## src/rtl/wb_host_arbiter_pkg.sv

```systemverilog
// Shared definitions for the Wishbone host-port arbiter: FSM state encoding,
// default watchdog limit and a helper for sizing the watchdog counter.
// Latency: n/a (package). Backpressure: n/a.
package wb_host_arbiter_pkg;

   // Arbiter owns nobody (IDLE) or exactly one master for a whole cyc (BUSY).
   typedef enum logic [0:0] {
      ST_IDLE = 1'b0,
      ST_BUSY = 1'b1
   } state_t;

   // Stb cycles without ack/err before the watchdog answers with err.
   localparam int WB_TIMEOUT_DEFAULT = 255;

   // Width needed to count 0..t-1; a disabled watchdog still gets a legal width.
   function automatic int wd_cnt_width(input int t);
      return (t > 0) ? $clog2(t + 1) : 1;
   endfunction

endpackage

```

## src/rtl/wb_rr_pick.sv

```systemverilog
// Combinational round-robin picker: first requester after the last winner, wrapping.
// Latency: zero (pure combinational). Backpressure: none, gnt is 0 when req is 0.
// Ports: req[N] requests, last[N] one-hot previous winner, gnt[N] one-hot winner.
module wb_rr_pick #(
   parameter int N = 3
) (
   input  logic [N-1:0] req,
   input  logic [N-1:0] last,
   output logic [N-1:0] gnt
);

   int   last_idx;
   logic found;

   always_comb begin
      gnt      = '0;
      last_idx = 0;
      found    = 1'b0;
      for (int i = 0; i < N; i++) begin
         if (last[i]) last_idx = i;
      end
      // Scan from the slot just after the previous winner; the previous winner
      // itself is examined last so it cannot starve the others.
      for (int off = 1; off <= N; off++) begin
         for (int i = 0; i < N; i++) begin
            if (!found && (i == ((last_idx + off) % N)) && req[i]) begin
               gnt[i] = 1'b1;
               found  = 1'b1;
            end
         end
      end
   end

endmodule

```

## src/rtl/wb_host_arbiter.sv

```systemverilog
// Shares one Wishbone host port among NM masters; round-robin grant held for a whole cyc.
// Latency: 1 cycle master cyc -> host cyc; ack/err/rdata return with zero latency.
// Backpressure: losers wait with cyc/stb up and see no ack/err; watchdog errs a stalled owner.
// Ports: i_m* packed per-master request buses (slice i = master i), o_mack/o_merr per master,
//   o_mdata broadcast read data, wb_host_* router side, o_grant one-hot owner, o_timeout pulse.
module wb_host_arbiter
   import wb_host_arbiter_pkg::*;
#(
   parameter int NM      = 3,
   parameter int AW      = 32,
   parameter int DW      = 32,
   parameter int SW      = DW / 8,
   parameter int TIMEOUT = WB_TIMEOUT_DEFAULT
) (
   input  logic             clk,
   input  logic             rst,
   input  logic [NM-1:0]    i_mcyc,
   input  logic [NM-1:0]    i_mstb,
   input  logic [NM-1:0]    i_mwe,
   input  logic [NM*AW-1:0] i_maddr,
   input  logic [NM*DW-1:0] i_mdata,
   input  logic [NM*SW-1:0] i_msel,
   output logic [NM-1:0]    o_mack,
   output logic [NM-1:0]    o_merr,
   output logic [DW-1:0]    o_mdata,
   output logic             wb_host_cyc,
   output logic             wb_host_stb,
   output logic             wb_host_we,
   output logic [AW-1:0]    wb_host_addr,
   output logic [DW-1:0]    wb_host_wdata,
   output logic [SW-1:0]    wb_host_sel,
   input  logic             wb_host_ack,
   input  logic             wb_host_err,
   input  logic [DW-1:0]    wb_host_rdata,
   output logic [NM-1:0]    o_grant,
   output logic             o_timeout
);

   state_t          state_q, state_d;
   logic [NM-1:0]   grant_q, grant_d;
   logic [NM-1:0]   ptr_q, ptr_d;
   logic [NM-1:0]   pick;
   logic            wd_fire;

   wb_rr_pick #(.N(NM)) u_pick (
      .req  (i_mcyc),
      .last (ptr_q),
      .gnt  (pick)
   );

   // ---------------- state register ----------------
   always_ff @(posedge clk or posedge rst) begin
      if (rst) begin
         state_q <= ST_IDLE;
         grant_q <= '0;
         ptr_q   <= {1'b1, {(NM-1){1'b0}}};   // last = NM-1, so master 0 goes first
      end else begin
         state_q <= state_d;
         grant_q <= grant_d;
         ptr_q   <= ptr_d;
      end
   end

   // ---------------- next state ----------------
   always_comb begin
      state_d = state_q;
      grant_d = grant_q;
      ptr_d   = ptr_q;
      case (state_q)
         ST_IDLE: begin
            if (|i_mcyc) begin
               grant_d = pick;
               ptr_d   = pick;
               state_d = ST_BUSY;
            end
         end
         ST_BUSY: begin
            // Owner keeps the port until its own cyc drops; other requests are ignored.
            if (!wb_host_cyc) begin
               grant_d = '0;
               state_d = ST_IDLE;
            end
         end
         default: begin
            grant_d = '0;
            state_d = ST_IDLE;
         end
      endcase
   end

   // ---------------- host-side mux ----------------
   // Gating with grant_q makes cyc/stb drop the same cycle the owner releases
   // and keeps everything at 0 while idle or in reset.
   assign wb_host_cyc = |(i_mcyc & grant_q);
   assign wb_host_stb = |(i_mcyc & i_mstb & grant_q);

   always_comb begin
      wb_host_we    = 1'b0;
      wb_host_addr  = '0;
      wb_host_wdata = '0;
      wb_host_sel   = '0;
      for (int i = 0; i < NM; i++) begin
         if (grant_q[i]) begin
            wb_host_we    = i_mwe[i];
            wb_host_addr  = i_maddr[i*AW +: AW];
            wb_host_wdata = i_mdata[i*DW +: DW];
            wb_host_sel   = i_msel[i*SW +: SW];
         end
      end
   end

   // ---------------- master-side return ----------------
   assign o_mack  = grant_q & {NM{wb_host_ack}};
   assign o_merr  = grant_q & {NM{wb_host_err | wd_fire}};
   assign o_mdata = wb_host_rdata;
   assign o_grant = grant_q;

   // ---------------- bus-lockup watchdog ----------------
   if (TIMEOUT > 0) begin : g_wd
      localparam int            CW  = wd_cnt_width(TIMEOUT);
      localparam logic [CW-1:0] LIM = CW'(TIMEOUT - 1);

      logic [CW-1:0] cnt_q;
      logic          tmo_q;

      // A real ack in the expiry cycle wins: no err is synthesised.
      assign wd_fire = wb_host_stb && !wb_host_ack && !wb_host_err && (cnt_q == LIM);

      always_ff @(posedge clk or posedge rst) begin
         if (rst) begin
            cnt_q <= '0;
            tmo_q <= 1'b0;
         end else begin
            tmo_q <= wd_fire;
            if (!wb_host_stb || wb_host_ack || wb_host_err || wd_fire) begin
               cnt_q <= '0;
            end else begin
               cnt_q <= cnt_q + 1'b1;
            end
         end
      end

      assign o_timeout = tmo_q;
   end else begin : g_no_wd
      assign wd_fire   = 1'b0;
      assign o_timeout = 1'b0;
   end

endmodule

```

## config.mk

```make
export PLATFORM = sky130hd
export DESIGN_NAME = wb_host_arbiter
export DESIGN_NICKNAME = d
export VERILOG_FILES = /design/src/rtl/wb_host_arbiter_pkg.sv /design/src/rtl/wb_rr_pick.sv /design/src/rtl/wb_host_arbiter.sv
export SDC_FILE = /design/constraint.sdc
export NUM_CORES = 1
export LEC_CHECK = 0
export ABC_CLOCK_PERIOD_IN_PS = 1420
export CAP_MARGIN = 20
export CORE_AREA = 2 2 142 144
export CTS_CLUSTER_SIZE = 8
export DETAILED_ROUTE_END_ITERATION = 10
export DIE_AREA = 0 0 144 146
export PLACE_DENSITY = 0.54
export SLEW_MARGIN = 20
export SYNTH_ARGS = -nofsm -noshare
export SYNTH_HDL_FRONTEND = slang
export SYNTH_SLANG_ARGS = --single-unit
```

## constraint.sdc

```tcl
create_clock -name clk -period 1.42 [get_ports clk]
set_input_delay 0.284 -clock clk [delete_from_list [all_inputs] [get_ports clk]]
set_output_delay 0.284 -clock clk [all_outputs]
set_load 0.005 [all_outputs]
```

==> results of run 1 <==
## power groups by stage
stage	clock, W	sequential [W]	combinational [W]
3_5_place_dp	0	0.000657	0.00633
2_1_floorplan	0	0.000603	0.00245
3_3_place_gp	0	0.000661	0.00634
6_report	0.000559	0.000660	0.00745
5_1_grt	0.000587	0.000680	0.00804
4_1_cts	0.000576	0.000659	0.00730
## cells in the final DEF (no fill, tap or decap), types with 7 or more instances in the layout
cell	Yosys	final
buf_4	34	44
dfrtp_1	14	11
a22oi_2	0	56
nand2_1	77	77
a22oi_1	68	12
o21ai_1	3	66
buf_12	0	19
buf_6	1	29
buf_8	0	7
clkdlybuf4s50_1	0	215
buf_2	11	71
inv_1	10	8
## registers in the layout (all words and copies together) (netlist names)
name        flops
o_grant         3
ptr_q           2
o_timeout       1
g_wd.cnt_q      8
state_q         1
## how the worst max path moves through the flow
stage                                   to  slack [ns]  depth (start not counted)
after CTS                  wb_host_addr[7]       -0.65                          8
after global routing      wb_host_wdata[5]       -0.67                          5
final                     wb_host_wdata[5]       -0.61                          5
after floorplan                  o_merr[0]       -0.08                          5
after global placement           o_merr[2]       -0.86                          5
after detailed placement         o_merr[2]       -0.85                          5
## through the flow
stage	cells	cell area, µm²	setup WS [ns]	utilization
after global routing	965	6683	-0.6744	0.3456
after detailed placement	917	5953	-0.8531	0.3079
after global placement	917	5953	-0.8644	0.3079
after floorplan	367	2530	-0.07560	-
final	965	6683	-0.6089	0.3456
after CTS	959	6497	-0.6469	0.3361
## repair_timing
item / in CTS / in global routing
pin swaps: 52 / 34
resized for setup: 435 / 50
endpoints found under the setup margin: 92 / 93
cloned: 5 / 0
buffers inserted: 39 / 10
## routing by layer
layer | global-route usage | part of all wire | up-vias
met5 | 0 | 0 | -
met3 | 0.04245 | 0.10 | 18
met2 | 0.2595 | 0.50 | 188
li1 | - | - | 1978
met4 | 0.02549 | 0.012 | 0
met1 | 0.1698 | 0.38 | 1839
## critical path, stage by stage, from the launching register on
cell	delay, ns
dfrtp_4	0.51
buf_4	0.16
bufbuf_16	0.29
a22oi_2	0.18
o21ai_2	0.09
dlygate4sd2_1	0.26
## final cells by class
type | instances | area [µm²] | share of cell area
sequential | 15 | 385.4 | 0.05767
inverter | 10 | 40.04 | 0.005991
clock buffer | 4 | 78.83 | 0.01180
tap | 265 | 331.6 | 0.04962
multi-input combinational | 274 | 1993 | 0.2983
timing repair buffer | 397 | 3854 | 0.5767
## cell families after synthesis
family,Yosys count,share of synthesized area
xor+xnor,3,0.01103
compound gates,161,0.4364
buf+inv,78,0.1859
simple gates,108,0.1980
flops,15,0.1581
fa+ha+maj,2,0.01050
==> summary.txt, run 1 <==
Power and ir drop
  • Clk pwr share: 0.065
  • NetSw: ~0.0035 W
  • Comb pwr share: 0.859
  • VDD IR-drop max: 619.1 µV
  • Pwr/cell area: between 1000 and 1500 nW/µm²
  • Total power: 0.008667 W
  • Pint: 0.005132 W
  • Sequential power share: 0.076
  • Leak pwr: ~2.7 nW
  • Sw Ratio: 0.4078

Global route
  • Wire length of the first global-routing pass: 23550 µm
  • Number of global-route vias before repair: 3983
  • Total track usage: 0.1443
  • Initial antenna violation count: 0
  • Largest net degree at the start of global routing: 51
  • Total global routing overflow: 0

Drt
  • Wire per inst: 17.37 µm
  • First-pass DRT Iterations: 4
  • DR iter-0 viols: a little over 90
  • Drt total wl: 16760 µm
  • Final antenna-violating net count: 0
  • Vias per Instance: 4.169
  • # DRC: 0
  • Routed vias: 4023

Floorplanning
  • Row count: 51
  • Total core area: roughly 19000 µm²
  • Die width: 144 µm
  • Initial Util: 0.1232
  • Die Height: around 150 µm
  • DIE AREA: roughly 21000 µm²
  • Ports: 362

Clock tree
  • Root buf cell: clkbuf_16
  • Cts bufs inserted: 3
  • Clock Latency Late Sink: 0.25 ns
  • Max Root-Sink Buffers: 2
  • Clock sink count: 15
  • CTS tree: done
  • CTS HTree Levels: 1
  • # hold bufs at CTS: 0
  • Worst-path clk slew: 0.05 ns

Timing
  • Clk_skew: 0.001904 ns
  • Rel. slew slack: 0.6986
  • Post-layout min period: 2.029 ns
  • Final Slew Violations: 0
  • Worst-margin pin slew: 0.4522 ns
  • Endpoints failing setup: 82
  • Final Cycle Share: 1.429
  • Fmax: around 490 MHz
  • Unrepaired setup endpoints after global routing: true
  • Final TNS setup: -38.99 ns
  • Final Worst Setup Slack: -0.6089 ns
  • WHS: 0.3465 ns
  • Final hold violations: 0

Synth
  • Post-Syn Area: 2382 µm²
  • Post-synth EDFFs: 0
  • Synth top area cells: a22oi_1 21%, o21ai_0 15%, dfrtp_1 15%, nand2_1 12%, buf_4 11%
  • Distinct cell type count after synthesis: 42
  • Synth Register Bits: 15
  • Post-Syn Instances: 367
  • Seq/Total Area, Yosys: 0.1581
  • Top_reg_cell synth: dfrtp_1
  • Ys async rst share: 1.000
  • Yosys Warn Count: 0
  • Top cell type's share of synthesized area: 0.2143
  • Syn_nets: 618
  • Dominant cell by count in the synthesized netlist: nand2_1
  • Mean post-synth cell area: 6.491 µm²
  • Post-synth top cells: 77 x nand2_1, 71 x o21ai_0, 68 x a22oi_1
  • Area leader, netlist: a22oi_1

Finish
  • Share of layout cells above drive strength 1: 0.3814
  • Final Net Count: approximately 950
  • Area growth, synth to finish: 180.5%
  • Fill cells: 2062
  • Ant diodes: 0

Placement
  • Routability Congestion: 0.7816
  • Port bufs: about 300
  • DP HPWL: 12340 µm

Job
  • Max-cap violations: 0

Worst setup path
  • Crit-path max FO: 13
  • Reg-to-Reg Start: o_grant[0]
  • Critical Path AT: 1.74 ns
  • FF-to-FF path depth: 6
  • Crit path kind: register to output pin
  • Flop2flop setup slack: -0.29 ns
  • WP data required: about 1.1 ns
  • Crit path launch: o_grant[1]
  • Worst r2r dst: o_grant[2]
  • Startpoint types: register
  • CP Capture Type: output pin

Outcome
  • Failing checks: negative setup slack
  • Status: complete, but fails checks

Min path
  • Hold crit path type: input pin to asynchronous set/reset pin
Power figures use the tool's default switching activity.
==> run 2, diff against run 1 <==
Settings changed: CAP_MARGIN 20 to not set, CORE_AREA 2 2 142 144 to 2 2 139 141, CTS_BUF_LIST set to sky130_fd_sc_hd__clkbuf_8, DIE_AREA 0 0 144 146 to 0 0 141 143, PLACE_DENSITY 0.54 to 0.56.
==> run 2 against run 1 <==
- the run still ends with negative setup slack left
- wire length is 8.7% lower
- core utilization is 0.48 points higher
- sequential power is 3.8% lower
- die area is 4.1% lower
- first-iteration DRC count is 32% higher
- critical path type unchanged
- critical endpoint is now wb_host_cyc
- largest cell class unchanged
==> summary.txt, run 2 (same netlist as run 1, synthesis figures left out) <==
Outcome
  • Status: complete, but fails checks
  • Failing checks: negative setup slack

Power and ir drop
  • Pint: 0.004765 W
  • VDD IR-drop max: 795.0 µV
  • Clk pwr share: 0.043
  • NetSw: 0.003482 W
  • Sw Ratio: 0.4222
  • Pwr/cell area: 1267 nW/µm²
  • Comb pwr share: 0.880
  • Sequential power share: 0.077
  • Leak pwr: between 2 and 3 nW

Floorplanning
  • Initial Util: 0.1282
  • Ports: 362
  • Row count: 50
  • Die Height: around 140 µm
  • DIE AREA: ~20000 µm²
  • Total core area: 18580 µm²
  • Die width: ~140 µm

Timing
  • Fmax: 506.9 MHz
  • Endpoints failing setup: 82
  • Post-layout min period: 1.973 ns
  • Final TNS setup: -35.90 ns
  • Final Slew Violations: 0
  • Worst-margin pin slew: around 0.4 ns
  • Clk_skew: 0.001875 ns
  • Final Cycle Share: 1.389
  • Rel. slew slack: 0.7326
  • Unrepaired setup endpoints after global routing: true
  • WHS: 0.3373 ns
  • Final hold violations: 0
  • Final Worst Setup Slack: -0.5529 ns

Global route
  • Wire length of the first global-routing pass: 21460 µm
  • Initial antenna violation count: 0
  • Largest net degree at the start of global routing: 32
  • Total global routing overflow: 0
  • Total track usage: 0.1336
  • Number of global-route vias before repair: between 3000 and 4000

Job
  • Max-cap violations: 0

Clock tree
  • CTS tree: done
  • # hold bufs at CTS: 0
  • Clock Latency Late Sink: 0.24 ns
  • Root buf cell: clkbuf_8
  • Worst-path clk slew: 0.07 ns
  • Cts bufs inserted: 3
  • Max Root-Sink Buffers: 2
  • CTS HTree Levels: 1
  • Clock sink count: 15

Worst setup path
  • CP Capture Type: output pin
  • Crit-path max FO: 5
  • WP data required: 1.14 ns
  • Critical Path AT: roughly 1.7 ns
  • Startpoint types: register
  • Crit path kind: register to output pin

Drt
  • Wire per inst: 16.56 µm
  • # DRC: 0
  • First-pass DRT Iterations: 4
  • Routed vias: 3956
  • DR iter-0 viols: 120
  • Drt total wl: between 15000 and 20000 µm
  • Final antenna-violating net count: 0
  • Vias per Instance: 4.281

Finish
  • Area growth, synth to finish: 173.3%
  • Final instance count without filler cells: 924
  • Most frequent cells in the layout: 216 x clkdlybuf4s50_1, 75 x nand2_1, 70 x buf_2
  • Fin area: 6511 µm²
  • Ant diodes: 0
  • Share of layout cells above drive strength 1: 0.3913
  • Final Net Count: roughly 940
  • Commonest non-fill, non-tap cell in the layout: clkdlybuf4s50_1
  • Max reg flops: 8
  • Largest Register: g_wd.cnt_q

Placement
  • Worst slack at placement: -0.8798 ns
  • DP HPWL: 10770 µm
  • Cell Area, Placed: 5877 µm²
  • Routability Congestion: 0.7650
  • Port bufs: 297
  • Placed Cells: 886

Min path
  • Hold crit path type: input pin to asynchronous set/reset pin
-- run 2: changes by cell type in the layout (fill, tap and decap cells not counted), moves of 3 or more --
| cell | delta |
|---|---|
| buf_12 | -9 |
| o21ai_1 | -8 |
| o21ai_2 | +8 |
| a22oi_1 | +5 |
| a22oi_2 | -5 |
| buf_8 | +5 |
| dlygate4sd2_1 | -4 |
| buf_6 | -3 |
| clkbuf_8 | +3 |
| nor3_1 | +3 |
| nor3_2 | -3 |
-- run 2: worst max-delay path, stage by stage, from the launching register on --
cell      delay (ns)
dfrtp_4         0.50
buf_6           0.16
buf_6           0.12
a222oi_1        0.35
buf_4           0.18
inv_2           0.03
buf_6           0.10
-- run 2: path summary, 6_finish.rpt --
| kind | endpoint | cells after the start | slack [ns] | start |
|---|---|---|---|---|
| worst max-delay path | wb_host_cyc | 6 | -0.55 | o_grant[1] |
| worst min register to register | g_wd.cnt_q[0] | 2 | 0.54 | g_wd.cnt_q[0] |
| worst min-delay path | g_wd.cnt_q[1] | 3 | 0.34 | rst |
| max in group asynchronous | ptr_q[2] | 3 | 0.83 | rst |
| min in group clk | g_wd.cnt_q[0] | 2 | 0.54 | g_wd.cnt_q[0] |
| worst max register to register | o_grant[0] | 7 | -0.41 | o_grant[1] |
-- run 2: cell type report --
class / instances / area [µm²]
fill: 1936 / 12070
timing repair buffer: 387 / 3732
multi-input combinational: 274 / 2017
sequential: 15 / 385.4
tap: 234 / 292.8
clock buffer: 3 / 41.29
inverter: 10 / 37.54
clock inverter: 1 / 5.005
-- run 2: layer usage --
| metal | routed length [µm] | vias up | global-route usage |
|---|---|---|---|
| met5 | 0 | - | 0 |
| met4 | 178 | 0 | 0.01789 |
| met3 | 1069 | 14 | 0.02985 |
| met2 | 7531 | 157 | 0.2280 |
| met1 | 6525 | 1821 | 0.1772 |
| li1 | - | 1964 | - |
-- run 2: stage by stage --
step,power (W),util
after CTS,0.007785,0.3324
final,0.008247,0.3504
after floorplan,0.003054,-
after global routing,0.008880,0.3504
after detailed placement,0.006838,0.3163
after global placement,0.006866,0.3163
-- run 2: power by group through the flow --
stage / clock, W / combinational [W] / sequential (W)
after CTS: 0.000359 / 0.00678 / 0.000642
final: 0.000352 / 0.00726 / 0.000635
after detailed placement: 0 / 0.00618 / 0.000654
after global routing: 0.000387 / 0.00784 / 0.000652
after global placement: 0 / 0.00622 / 0.000651
after floorplan: 0 / 0.00245 / 0.000603
-- run 2: what timing repair did --
action / CTS / global route
setup endpoints to repair: 92 / 93
pin swaps: 45 / 55
hold endpoints to repair: 0 / 0
cloned: 6 / 2
buffers inserted: 25 / 12
resized for setup: 434 / 67
